### src/rtl/pea_pkg.sv
// Shared types and sizing constants for the processing-element array blocks.
package pea_pkg;

  localparam int unsigned N_BITS    = 32;
  localparam int unsigned N_DIV_REQ = 4;

  typedef enum logic [1:0] {
    IDLE  = 2'd0,
    ISSUE = 2'd1,
    WAIT  = 2'd2,
    RESP  = 2'd3
  } div_arb_state_t;

endpackage

### src/rtl/rr_arbiter.sv
// Round-robin grant: first asserted request at or above ptr, wrapping at N_REQ.
module rr_arbiter #(
  parameter  int unsigned N_REQ = 4,
  localparam int unsigned IDW   = (N_REQ > 1) ? $clog2(N_REQ) : 1
) (
  input  logic [N_REQ-1:0] req,
  input  logic [IDW-1:0]   ptr,
  input  logic             en,
  output logic [N_REQ-1:0] gnt_onehot,
  output logic [IDW-1:0]   gnt_idx
);

  int unsigned     w_pos;
  logic [IDW-1:0]  w_idx;
  logic            w_found;

  // Scan from ptr upward; the first valid request wins the grant.
  always_comb begin
    gnt_onehot = '0;
    gnt_idx    = '0;
    w_found    = 1'b0;
    w_pos      = 0;
    w_idx      = '0;
    if (en) begin
      for (int unsigned k = 0; k < N_REQ; k++) begin
        w_pos = 32'(ptr) + k;
        if (w_pos >= N_REQ) w_pos = w_pos - N_REQ;
        w_idx = IDW'(w_pos);
        if (!w_found && req[w_idx]) begin
          gnt_onehot[w_idx] = 1'b1;
          gnt_idx           = w_idx;
          w_found           = 1'b1;
        end
      end
    end
  end

endmodule

### src/rtl/s_div_arbiter.sv
// Shares one divider among N_REQ PEs: round-robin grant, single transaction in
// flight, divide-by-zero bypass, global stall and kernel-end flush.
module s_div_arbiter #(
  parameter int unsigned N_REQ  = pea_pkg::N_DIV_REQ,
  parameter int unsigned N_BITS = pea_pkg::N_BITS
) (
  input  logic                         clk_i,
  input  logic                         rst_i,
  input  logic                         mage_done_i,
  input  logic                         pea_ready_i,
  input  logic [N_REQ-1:0]             req_valid_i,
  input  logic [N_REQ-1:0][N_BITS-1:0] req_a_i,
  input  logic [N_REQ-1:0][N_BITS-1:0] req_b_i,
  input  logic [N_REQ-1:0]             req_signed_i,
  output logic [N_REQ-1:0]             req_ready_o,
  output logic [N_REQ-1:0]             resp_valid_o,
  input  logic [N_REQ-1:0]             resp_ready_i,
  output logic [N_BITS-1:0]            resp_q_o,
  output logic [N_BITS-1:0]            resp_r_o,
  output logic                         div_start_o,
  output logic                         div_abort_o,
  output logic [N_BITS-1:0]            div_a_o,
  output logic [N_BITS-1:0]            div_b_o,
  output logic                         div_signed_o,
  input  logic                         div_done_i,
  input  logic [N_BITS-1:0]            div_q_i,
  input  logic [N_BITS-1:0]            div_r_i
);

  import pea_pkg::*;

  localparam int unsigned IDW = (N_REQ > 1) ? $clog2(N_REQ) : 1;

  div_arb_state_t    r_state, w_state_nxt;
  logic [IDW-1:0]    r_ptr, r_id, w_gnt_idx, w_ptr_nxt;
  logic [N_REQ-1:0]  w_gnt_onehot;
  logic              w_grant_en, w_grant, w_b_zero, w_resp_hs;
  logic [N_BITS-1:0] r_a, r_b, r_q, r_r, w_a_sel, w_b_sel;
  logic              r_signed, w_signed_sel;

  // Grants only happen in IDLE, unstalled, outside reset and flush.
  assign w_grant_en   = (r_state == IDLE) && pea_ready_i && !mage_done_i && !rst_i;
  assign w_grant      = |w_gnt_onehot;
  assign w_a_sel      = req_a_i[w_gnt_idx];
  assign w_b_sel      = req_b_i[w_gnt_idx];
  assign w_signed_sel = req_signed_i[w_gnt_idx];
  assign w_b_zero     = (w_b_sel == '0);
  assign w_resp_hs    = resp_ready_i[r_id] && pea_ready_i;
  assign w_ptr_nxt    = (r_id == IDW'(N_REQ - 1)) ? '0 : r_id + 1'b1;

  rr_arbiter #(.N_REQ(N_REQ)) u_rr (
    .req        (req_valid_i),
    .ptr        (r_ptr),
    .en         (w_grant_en),
    .gnt_onehot (w_gnt_onehot),
    .gnt_idx    (w_gnt_idx)
  );

  // State register.
  always_ff @(posedge clk_i) begin
    if (rst_i) r_state <= IDLE;
    else       r_state <= w_state_nxt;
  end

  // Next-state: flush overrides everything; done is only honoured in WAIT.
  always_comb begin
    w_state_nxt = r_state;
    if (mage_done_i) begin
      w_state_nxt = IDLE;
    end else begin
      unique case (r_state)
        IDLE:    if (w_grant)     w_state_nxt = w_b_zero ? RESP : ISSUE;
        ISSUE:   if (pea_ready_i) w_state_nxt = WAIT;
        WAIT:    if (div_done_i)  w_state_nxt = RESP;
        RESP:    if (w_resp_hs)   w_state_nxt = IDLE;
        default:                  w_state_nxt = IDLE;
      endcase
    end
  end

  // Handshake and divider control decoded from state; all forced low in reset.
  always_comb begin
    req_ready_o  = w_gnt_onehot;
    resp_valid_o = '0;
    div_start_o  = 1'b0;
    div_abort_o  = 1'b0;
    if (!rst_i) begin
      if (r_state == RESP) resp_valid_o[r_id] = 1'b1;
      div_start_o = (r_state == ISSUE) && pea_ready_i && !mage_done_i;
      div_abort_o = ((r_state == ISSUE) || (r_state == WAIT)) && mage_done_i;
    end
  end

  // Operand/result latches and round-robin pointer.
  always_ff @(posedge clk_i) begin
    if (rst_i || mage_done_i) begin
      r_ptr    <= '0;
      r_id     <= '0;
      r_a      <= '0;
      r_b      <= '0;
      r_signed <= 1'b0;
      r_q      <= '0;
      r_r      <= '0;
    end else begin
      unique case (r_state)
        IDLE: if (w_grant) begin
          r_id     <= w_gnt_idx;
          r_a      <= w_a_sel;
          r_b      <= w_b_sel;
          r_signed <= w_signed_sel;
          if (w_b_zero) begin
            r_q <= '1;
            r_r <= w_a_sel;
          end
        end
        WAIT: if (div_done_i) begin
          r_q <= div_q_i;
          r_r <= div_r_i;
        end
        RESP: if (w_resp_hs) r_ptr <= w_ptr_nxt;
        default: ;
      endcase
    end
  end

  assign div_a_o      = r_a;
  assign div_b_o      = r_b;
  assign div_signed_o = r_signed;
  assign resp_q_o     = r_q;
  assign resp_r_o     = r_r;

endmodule

### config.mk
export PLATFORM = sky130hd
export DESIGN_NAME = s_div_arbiter
export DESIGN_NICKNAME = d
export VERILOG_FILES = /design/src/rtl/pea_pkg.sv /design/src/rtl/rr_arbiter.sv /design/src/rtl/s_div_arbiter.sv
export SDC_FILE = /design/constraint.sdc
export NUM_CORES = 1
export LEC_CHECK = 0
export BUFFER_PORTS_ARGS = -buffer_cell sky130_fd_sc_hd__buf_4
export CORE_AREA = 2 2 186 188
export CTS_BUF_LIST = sky130_fd_sc_hd__clkbuf_16
export CTS_CLUSTER_SIZE = 30
export DETAILED_ROUTE_END_ITERATION = 8
export DIE_AREA = 0 0 188 190
export SLEW_MARGIN = 20
export SYNTH_ARGS = -nofsm -noshare
export SYNTH_HDL_FRONTEND = slang
export SYNTH_SLANG_ARGS = --single-unit
### constraint.sdc
create_clock -name clk_i -period 10.3 [get_ports clk_i]
set_input_delay 2.06 -clock clk_i [delete_from_list [all_inputs] [get_ports clk_i]]
set_output_delay 2.06 -clock clk_i [all_outputs]
set_load 0.03 [all_outputs]
==> summary.md <==
| Metric | Value |
|---|---|
| Status | `finished, final reports clean` |
| Commonest non-fill, non-tap cells in the layout | `buf_4, nand2_1, dfxtp_1` |
| Final hold vios | `0` |
| GRT Overall Usage | `20.02%` |
| Crit. End Element | `flip-flop` |
| Cell Chain, Critical Path | `buf_4 > nor2_2 > buf_4 > nand3_1 > a31oi_1 > o21a_4 > buf_4 > mux4_2 > nand3_1 > or4_1 > o41ai_4 > a21boi_4 > buf_4 > o221a_1` |
| Die Wd | `between 150 and 200 um` |
| Leakage | `0.005661 uW` |
| Post-Syn Instances | `approximately 1,100` |
| Slew headroom | `37.01%` |
| Netlist cell types | `49` |
| IO buf count | `475` |
| Yosys reg bits | `around 140` |
| Sequential power share | `between 30% and 40%` |
| Register area share after synthesis | `34.37%` |
| Core Footprint | `33,950 sq um` |
| CTS Root Cell | `clkbuf_16` |
| Routed vias/inst | `roughly 4.9` |
| Ant diodes | `0` |
| Clock latency on the worst-skew pair | `0.45 ns` |
| Residual DRC | `0` |
| Max incr delay on CP | `0.75 ns` |
| Worst EP arrival | `7.37 ns` |
| CP Max Fanout | `81` |
| Switching Fraction | `30.06%` |
| Longest Clk Path Bufs | `2` |
| CTS Hold Buffers Added | `0` |
| Initial antenna violation count | `0` |
| Worst slew pin tran | `roughly 0.94 ns` |
| Most common cell after layout, fill and taps aside | `buf_4` |
| Clock Skew | `0.02064 ns` |
| Crit-path slowest cell | `buf_4` |
| Pwr per Cell Area | `about 120 nW/um^2` |
| Synth area leader | `dfxtp_1` |
| Part of the power in combinational logic | `21.8%` |
| Area grow syn2layout | `57.42%` |
| CP required | `10.68 ns` |
| Post-synth top area share | `34.37%` |
| Global-route wire length before repair | `54,950 um` |
| Dominant cells by area after synthesis | `dfxtp_1, nand2_1, a21oi_1` |
| Post-CTS resize count | `0` |
| Total Die Area | `35,720 sq um` |
| Final wirelength | `36,940 um` |
| Crit path time final | `approximately 7 ns` |
| Drt wl/cell | `19.00 um` |
| RSZ-0062 raised after global routing | `no` |
| Yosys warnings | `0` |
| Number of global-route vias before repair | `9,295` |
| CTS clk-pin slew, worst paths | `0.06 ns` |
| Total setup buffers inserted after CTS | `0` |
| Setup ws final | `3.315 ns` |
| Final setup fails | `0` |
| Most used cell, CP | `buf_4` |
| Bufs and invs on worst path | `4` |
| H-tree depth | `4` |
| Initial Util | `between 20% and 30%` |
| Hpwl dp | `28,310 um` |
| Largest net degree at the start of global routing | `82` |
| Critical path launch point type | `input port` |
| Clock share of power | `41.8%` |
| IR drop worst, VDD | `115.9 uV` |
| MaxCap Viol Count | `0` |
| CTS tree | `built` |
| Crit path max-delay family | `compound AO/OA/AOI/OAI gates` |
| First-pass detailed-route iteration total | `5` |
| Post-Syn Area | `7863 sq um` |
| ANT nets after route | `0` |
| Kind of critical path | `input port to flip-flop` |
| Fin nets | `1,830` |
| Iteration-0 DRC Markers | `~530` |
| Setup TNS | `0 ns` |
| Syn_nets | `roughly 1,400` |
| Fmax | `0.1432 GHz` |
| CTS Buf Count | `17` |
| Internal | `1055 uW` |
| Hold Crit Class | `flip-flop to flip-flop` |
| Die Y | `190 um` |
| Rows | `a little under 70` |
| Slew Limit Fails | `0` |
| GRT overflow | `0` |
| Final GP Congestion | `around 0.9` |
| Pre-CTS setup slack | `2.816 ns` |
| P_sw | `453.3 uW` |
| Syn Area/Cell | `~7.4 sq um` |
| Tcrit/Tclk final | `67.82%` |
| CTS Sinks | `135` |
| Fraction of layout cells with a size suffix above 1 | `36.67%` |
| Ports | `between 400 and 500` |
| Via Count | `between 9,000 and 10,000` |
routing by layer:
layer / vias up / track usage, % / share of wire, %
li1: 4612 / - / -
met1: 4516 / 24.18 / 41
met2: 423 / 33.76 / 49
met3: 49 / 5.719 / 7.6
met4: 0 / 7.480 / 2.7
met5: - / 0 / 0
sequential cells by signal, indices dropped and copies added, names as in the netlist:
register / count
r_state: 2
r_id: 2
div_b_o: 32
div_signed_o: 1
div_a_o: 32
r_ptr: 2
resp_r_o: 32
resp_q_o: 32
per-stage QoR:
stage / total power, uW / hold slack [ns] / instance area [sq um] / utilization, % / std cells
after detailed placement: 890.9 / 0.4447 / 11780 / 34.71 / 1912
after CTS: 1529 / 0.4526 / 12380 / 36.46 / 1944
after floorplan: 711.4 / 0.4814 / 7863 / - / 1060
final: 1508 / 0.4493 / 12380 / 36.46 / 1944
after global routing: 1577 / 0.4688 / 12380 / 36.46 / 1944
after global placement: 888.8 / 0.4396 / 11780 / 34.71 / 1912
cell type report:
| cell class | instances | area (sq um) |
|---|---|---|
| clock inverters | 15 | 167.7 |
| fillers | 3581 | 21570 |
| inverters | 22 | 82.58 |
| clock buffers | 17 | 425.4 |
| flip-flops and latches | 135 | 2703 |
| multi-input cells | 810 | 4751 |
| well taps | 455 | 569.3 |
| repair buffers | 490 | 3679 |
cells in the mapped netlist, drive strengths merged:
cell type  instances
a41oi              1
mux2i             20
nand2b             1
nor4              13
o21ai              6
o41ai              1
or2                2
nor2b              2
or3                1
o311ai             2
nand4              2
buf               26
mux4              10
or3b               1
nor3               6
a22o               4
a2111o             1
a21oi            104
and2               6
a22oi              5
or4                4
nor3b              1
nor2              34
nand2            313
clkbuf            67
mux2               4
nand3             39
dfxtp            135
a31oi             33
a21boi             1
inv               22
o2111a             1
ha                17
and3              43
a211oi             3
nand3b             1
o211a              1
o211ai            15
a311oi             9
o221a             32
and3b              1
o21a              34
o22ai             35
o31a               1
power groups by stage:
| stage | registers [uW] | clock network [uW] | logic (uW) |
|---|---|---|---|
| 3_3_place_gp | 560 | 0 | 329 |
| 3_5_place_dp | 560 | 0 | 331 |
| 6_report | 549 | 630 | 329 |
| 5_1_grt | 551 | 672 | 354 |
| 2_1_floorplan | 590 | 0 | 121 |
| 4_1_cts | 549 | 648 | 332 |
kinds of logic after synthesis:
logic type	synth area share, %
AND/OR/NAND/NOR	25.86
AO/OA/AOI/OAI	25.19
flip-flops	34.37
buffers and inverters	5.888
multiplexers	5.983
adder cells (fa/ha/maj)	2.705
worst paths after layout:
check / start / to / slack, ns / depth (start not counted)
max: mage_done_i / resp_q_o[2] / 3.31 / 14
min: div_a_o[31] / div_a_o[31] / 0.45 / 2
max reg2reg: r_ptr[0] / resp_q_o[2] / 3.52 / 13
min reg2reg: div_a_o[31] / div_a_o[31] / 0.45 / 2
worst reg2reg max path, cell delays in order (launching register included):
cell,delay [ns]
dfxtp_1,0.75
inv_1,0.28
ha_1,0.53
mux4_2,0.62
o2111a_1,0.32
nor2_4,0.60
buf_4,0.58
mux4_2,0.62
or4_1,0.55
or4_1,0.50
o41ai_4,0.25
a21boi_4,0.21
buf_4,0.56
o221a_1,0.36
No activity file was read; power rests on OpenSTA's default activity.
